`src/rtl/ps2_tx_pkg.sv`:
```
// Shared types and 7 MHz default timing for the PS/2 host-to-device transmitter.
package ps2_tx_pkg;

  typedef enum logic [2:0] {
    IDLE     = 3'd0,
    INHIBIT  = 3'd1,
    START    = 3'd2,
    DATA     = 3'd3,
    PARITY   = 3'd4,
    STOP     = 3'd5,
    ACK      = 3'd6,
    WAITIDLE = 3'd7
  } state_t;

  localparam int DEF_INHIBIT_CYCLES = 700;     // 100 us at 7 MHz
  localparam int DEF_TIMEOUT_CYCLES = 105000;  // 15 ms at 7 MHz
  localparam int DEF_FILTER_LEN     = 4;

  localparam int INH_W = 10;
  localparam int TO_W  = 17;
  localparam int IDX_W = 3;

  function automatic logic oddParity(input logic [7:0] b);
    return ~^b;
  endfunction

endpackage

```
`src/rtl/ps2_tx_if.sv`:
```
// Command handshake between the keyboard controller and the PS/2 transmitter.
interface ps2_tx_if;
  logic       send;
  logic [7:0] command;
  logic       busy;
  logic       done;
  logic       error;

  modport master (output send, output command, input busy, input done, input error);
  modport slave  (input send, input command, output busy, output done, output error);
endinterface

```
`src/rtl/ps2_line_sync.sv`:
```
// Pad synchronizers for the PS/2 lines plus a run-length filter on the clock.
module ps2_line_sync #(
  parameter int FILTER_LEN = 4
) (
  input  logic clockPs2,
  input  logic reset,
  input  logic clkIn,
  input  logic datIn,
  output logic clkF,
  output logic datS,
  output logic fall
);

  localparam int CW = $clog2(FILTER_LEN) + 1;

  logic          clkS1;
  logic          clkS;
  logic          datS1;
  logic [CW-1:0] filtCnt;

  // filtCnt counts consecutive samples that disagree with the accepted level
  always_ff @(posedge clockPs2) begin
    if (reset) begin
      clkS1   <= 1'b1;
      clkS    <= 1'b1;
      datS1   <= 1'b1;
      datS    <= 1'b1;
      clkF    <= 1'b1;
      filtCnt <= '0;
      fall    <= 1'b0;
    end else begin
      clkS1 <= clkIn;
      clkS  <= clkS1;
      datS1 <= datIn;
      datS  <= datS1;
      fall  <= 1'b0;
      if (clkS == clkF) begin
        filtCnt <= '0;
      end else if (filtCnt == CW'(FILTER_LEN - 1)) begin
        clkF    <= clkS;
        filtCnt <= '0;
        fall    <= ~clkS;
      end else begin
        filtCnt <= filtCnt + 1'b1;
      end
    end
  end

endmodule

```
`src/rtl/ps2_tx.sv`:
```
// PS/2 host-to-device transmitter: inhibits the bus, clocks out one command
// byte on device-generated clock falls and checks the device ACK.
module ps2_tx
  import ps2_tx_pkg::*;
#(
  parameter int INHIBIT_CYCLES = DEF_INHIBIT_CYCLES,
  parameter int TIMEOUT_CYCLES = DEF_TIMEOUT_CYCLES,
  parameter int FILTER_LEN     = DEF_FILTER_LEN
) (
  input  logic        clockPs2,
  input  logic        reset,
  ps2_tx_if.slave     host,
  input  logic        ps2ClkIn,
  input  logic        ps2DatIn,
  output logic        ps2ClkOe,
  output logic        ps2DatOe
);

  state_t             state;
  state_t             nextState;
  logic               clkF;
  logic               datS;
  logic               fall;
  logic [INH_W-1:0]   inhCnt;
  logic [TO_W-1:0]    toCnt;
  logic [8:0]         shift;
  logic [IDX_W-1:0]   bitIdx;
  logic               datOeR;
  logic               ackBit;
  logic               counting;
  logic               timeout;
  logic               doneSet;
  logic               errSet;

  ps2_line_sync #(.FILTER_LEN(FILTER_LEN)) u_sync (
    .clockPs2 (clockPs2),
    .reset    (reset),
    .clkIn    (ps2ClkIn),
    .datIn    (ps2DatIn),
    .clkF     (clkF),
    .datS     (datS),
    .fall     (fall)
  );

  always_ff @(posedge clockPs2) begin
    if (reset) state <= IDLE;
    else       state <= nextState;
  end

  always_comb begin
    counting = (state == START) || (state == DATA) || (state == PARITY) ||
               (state == STOP) || (state == ACK) || (state == WAITIDLE);
    timeout  = counting && (toCnt == '0);
  end

  always_comb begin
    nextState = state;
    doneSet   = 1'b0;
    errSet    = 1'b0;
    case (state)
      IDLE:     if (host.send) nextState = INHIBIT;
      INHIBIT:  if (inhCnt == '0) nextState = START;
      START:    if (fall) nextState = DATA;
      DATA:     if (fall && bitIdx == '0) nextState = PARITY;
      PARITY:   if (fall) nextState = STOP;
      STOP:     if (fall) nextState = ACK;
      ACK: begin
        if (ackBit) begin
          nextState = IDLE;
          errSet    = 1'b1;
        end else begin
          nextState = WAITIDLE;
        end
      end
      WAITIDLE: begin
        if (clkF && datS) begin
          nextState = IDLE;
          doneSet   = 1'b1;
        end
      end
      default:  nextState = IDLE;
    endcase
    // timeout outranks any same-cycle fall or ACK decision
    if (timeout) begin
      nextState = IDLE;
      doneSet   = 1'b0;
      errSet    = 1'b1;
    end
  end

  always_comb begin
    ps2ClkOe   = (state == INHIBIT);
    ps2DatOe   = datOeR || ((state == INHIBIT) && (inhCnt == '0));
    host.busy  = (state != IDLE);
  end

  // bit index wraps 7 -> 0, so index 0 while in DATA means parity is next
  always_ff @(posedge clockPs2) begin
    if (reset) begin
      inhCnt     <= '0;
      toCnt      <= '0;
      shift      <= '0;
      bitIdx     <= '0;
      datOeR     <= 1'b0;
      ackBit     <= 1'b0;
      host.done  <= 1'b0;
      host.error <= 1'b0;
    end else begin
      host.done  <= doneSet;
      host.error <= errSet;
      case (state)
        IDLE: begin
          if (host.send) begin
            shift  <= {oddParity(host.command), host.command};
            inhCnt <= INH_W'(INHIBIT_CYCLES - 1);
            bitIdx <= '0;
            datOeR <= 1'b0;
          end
        end
        INHIBIT: begin
          if (inhCnt != '0) begin
            inhCnt <= inhCnt - 1'b1;
          end else begin
            datOeR <= 1'b1;
            toCnt  <= TO_W'(TIMEOUT_CYCLES - 1);
          end
        end
        START, DATA: begin
          if (fall) begin
            datOeR <= ~shift[0];
            shift  <= {1'b0, shift[8:1]};
            bitIdx <= bitIdx + 1'b1;
          end
        end
        PARITY:  if (fall) datOeR <= 1'b0;
        STOP:    if (fall) ackBit <= datS;
        default: ;
      endcase
      if (counting && toCnt != '0) toCnt <= toCnt - 1'b1;
      if (nextState == IDLE) datOeR <= 1'b0;
    end
  end

endmodule

```
`src/flat_wrapper.sv`:
```
// flat-port wrapper written by rule: the top's interface ports become plain ports
module ps2_tx_flat import ps2_tx_pkg::*;
#(
  parameter int INHIBIT_CYCLES = DEF_INHIBIT_CYCLES,
  parameter int TIMEOUT_CYCLES = DEF_TIMEOUT_CYCLES,
  parameter int FILTER_LEN     = DEF_FILTER_LEN
)
  (clockPs2, reset, ps2ClkIn, ps2DatIn, ps2ClkOe, ps2DatOe, host_send, host_command, host_busy, host_done, host_error);
  ps2_tx_if host_i ();
  input  logic clockPs2;
  input  logic reset;
  input  logic ps2ClkIn;
  input  logic ps2DatIn;
  output logic ps2ClkOe;
  output logic ps2DatOe;
  input wire logic [$bits(host_i.send)-1:0] host_send;
  input wire logic [$bits(host_i.command)-1:0] host_command;
  output wire logic [$bits(host_i.busy)-1:0] host_busy;
  output wire logic [$bits(host_i.done)-1:0] host_done;
  output wire logic [$bits(host_i.error)-1:0] host_error;
  assign host_i.send = host_send;
  assign host_i.command = host_command;
  assign host_busy = host_i.busy;
  assign host_done = host_i.done;
  assign host_error = host_i.error;
  ps2_tx #(.INHIBIT_CYCLES(INHIBIT_CYCLES), .TIMEOUT_CYCLES(TIMEOUT_CYCLES), .FILTER_LEN(FILTER_LEN)) u_core (.clockPs2(clockPs2), .reset(reset), .host(host_i), .ps2ClkIn(ps2ClkIn), .ps2DatIn(ps2DatIn), .ps2ClkOe(ps2ClkOe), .ps2DatOe(ps2DatOe));
endmodule
```
`config.mk`:
```
export PLATFORM = sky130hd
export DESIGN_NAME = ps2_tx_flat
export DESIGN_NICKNAME = d
export VERILOG_FILES = /design/src/rtl/ps2_tx_pkg.sv /design/src/rtl/ps2_tx_if.sv /design/src/rtl/ps2_line_sync.sv /design/src/rtl/ps2_tx.sv /design/src/flat_wrapper.sv
export SDC_FILE = /design/constraint.sdc
export NUM_CORES = 1
export LEC_CHECK = 0
export CAP_MARGIN = 20
export CORE_MARGIN = 5
export CORE_UTILIZATION = 65
export CTS_BUF_LIST = sky130_fd_sc_hd__clkbuf_4
export DETAILED_ROUTE_END_ITERATION = 8
export DONT_BUFFER_PORTS = 1
export GPL_TIMING_DRIVEN = 0
export PLACE_DENSITY = 0.93
export SLEW_MARGIN = 20
export SYNTH_ARGS = -nofsm -noshare
export SYNTH_HDL_FRONTEND = slang
export SYNTH_SLANG_ARGS = --single-unit
```
`constraint.sdc`:
```
create_clock -name clockPs2 -period 5 [get_ports clockPs2]
set_clock_uncertainty 0.2 [all_clocks]
set_input_delay 0.75 -clock clockPs2 [delete_from_list [all_inputs] [get_ports clockPs2]]
set_output_delay 0.75 -clock clockPs2 [all_outputs]
set_load 0.01 [all_outputs]
```
==> flow_summary.ini <==
[status]
status = finished clean

[floorplan]
coreArea_um2 = 4000
initial_core_util_pct = 66.81
die-height_um = 74.12
row_count = 23
dieArea_um2 = 5494
die_width_um = 74.12
io-pin-count = 18

[yosys]
synthTopCellsByCount = 55 x dfxtp_1, 39 x nor2_1, 24 x nand2_1
synth_fp_nets = 328
yosys_warnings = 0
synth_edf_count = 0
syn-instance-count = 309
syn_area_um2 = 2673
synth_top_area_share_pct = 41.20
synth_seq_area_share_pct = 41.20
async_flop_share_pct = 0
synth.distinct_cells = 57
yosys.area.top_type = dfxtp_1
synth_most_common_cell = dfxtp_1
synth_top_flop_cell = dfxtp_1
avgSynthCellArea_um2 = 8.649
ys_seq_elements = 55
synth_area_leaders = dfxtp_1 41%, nor2_1 5.5%, a311oi_1 4.6%

[place]
globalplace.congestion = 0.8287
portBuffers = 0
dpl_worst_slack_ns = 2.440
hpwl_mm = 4.095
placed_area_um2 = 2735

[sta]
fin_setup_tns_ns = 0
period_share_pct = 60.78
max-slew-margin-rel_pct = 55.29
rsz0062_at_grt = false
timing_hold_violations_final = 0
period_needed_ns = 3.039
worst_slew_pin_slew_ns = 0.6706
whs_ns = 0.2296
slew_viol_final = 0
max_freq_mhz = 329.0
setup_viol = 0
fin_ws_ns = 1.961

[global_routing]
grt_pass1_wl_mm = 9.742
grtUsageTotal_pct = 22.59
antenna_found_initial = 0
gr-total-overflow = 0
grt_max_degree = 17
grt_pass1_vias = 2180

[power_and_ir_drop]
seqPwrFrac_pct = 55.9
p_sw_w = 0.0002397
comb_power_share_pct = 16.5
intPower_w = 0.0006242
clkPwrFrac_pct = 27.6
irDropWorstVdd_v = 0.0002046
switching_share_pct = 27.75
power.density_nw_per_um2 = 307.3
p_leak_nw = 1.016

[routing]
drt-initial-drc-count = 161
dr.pass1.iters = 4
num_vias = 2262
antenna_left = 0
wl_per_cell_um = 15.27
via_per_inst = 6.163
post-route-drc-count = 0
routed_wl_mm = 5.604

[worst_setup_path]
cp.required_ns = 4.05
critPathMaxFanout = 6
worstPathArrival_ns = 2.09
critPathCaptureType = primary output
start_kind = flip-flop
crit_type = flip-flop to primary output
reg2reg_setup_slack_ns = 2.50

[clocking]
cts_root_buf = clkbuf_4
clkLatencyLatePin_ns = 0.38
cts_hold_buffers = 0
clock_sinks = 55
clk_path_buf_depth = 2
post_cts_resized = 0
cts_buffers = 5
path_clk_slew_ns = 0.15
cts_tree = done
cts_setup_buffers = 0
htree_num_levels = 2

[finish]
antenna_cells = 0
layout.nets = 335
syn_to_final_growth_pct = 5.197
drive_above_1_share_pct = 5.994
final_util_pct = 70.28
fillerInstances = 307
final_area_um2 = 2811

[run]
maxCapViolCount = 0

[min_path]
hold_path.class = flip-flop to flip-flop
per-layer routing:
metal  track usage [%]  vias to the layer above  wire, um
li1                  -                     1133         -
met1             27.49                     1055      2415
met2             38.98                       66      2789
met3             5.676                        8       334
met4             7.445                        0        63
met5                 0                        -         0
area by class of cell:
type | count | area, um^2 | area share (%)
Multi-Input combinational cell | 227 | 1469 | 52.25
Sequential cell | 55 | 1101 | 39.16
Tap cell | 50 | 62.56 | 2.225
Buffer | 15 | 57.56 | 2.047
Inverter | 12 | 45.04 | 1.602
Clock inverter | 3 | 38.79 | 1.380
Clock buffer | 5 | 37.54 | 1.335
cell usage in the layout, fill, tap and decap left out, types with 9 or more instances in the layout:
cell,n
a211oi_1,10
a21oi_1,15
a311oi_1,14
clkbuf_1,13
dfxtp_1,55
inv_1,12
nand2_1,24
nor2_1,39
nor3_1,9
xnor2_1,10
xor2_1,10
registers in the layout, summed over array words and instances (netlist names), 3 cells and up:
name	flops
u_core.toCnt	17
u_core.inhCnt	10
u_core.shift	9
u_core.bitIdx	3
u_core.u_sync.filtCnt	3
u_core.state	3
power groups by stage:
stage | combinational [W] | sequential (W) | clock (W)
global placement | 0.000134 | 0.000490 | 0
floorplan | 0.000115 | 0.000487 | 0
finish | 0.000142 | 0.000483 | 0.000239
detailed placement | 0.000140 | 0.000492 | 0
global route | 0.000158 | 0.000487 | 0.000263
CTS | 0.000142 | 0.000483 | 0.000245
through the flow:
step           instances  power [W]
2_1_floorplan        309  0.0006018
3_3_place_gp         359  0.0006242
3_5_place_dp         359  0.0006323
4_1_cts              367  0.0008696
5_1_grt              367  0.0009078
6_report             367  0.0008640
critical path, stage by stage, from the launching register on:
cell	delay, ns
dfxtp_1	0.37
inv_1	0.06
ha_1	0.21
nor3b_1	0.43
nand4_1	0.37
nand2b_1	0.27
kinds of logic (layout without fill, tap and decap cells):
group	Yosys count	after routing	share of synthesized area [%]
buffers and inverters	27	35	3.839
XOR/XNOR	20	20	6.554
AO/OA/AOI/OAI	67	67	18.73
adder cells (fa/ha/maj)	6	6	2.809
multiplexers	2	2	0.7959
AND/OR/NAND/NOR	132	132	26.08
flip-flops	55	55	41.20
final timing paths:
kind,from,to,depth (start not counted)
setup / recovery,u_core.inhCnt[0],ps2DatOe,5
hold / removal,u_core.u_sync.datS1,u_core.u_sync.datS,1
setup reg to reg,u_core.toCnt[0],u_core.toCnt[11],7
hold reg to reg,u_core.u_sync.datS1,u_core.u_sync.datS,1
No activity file was read; power rests on OpenSTA's default activity.
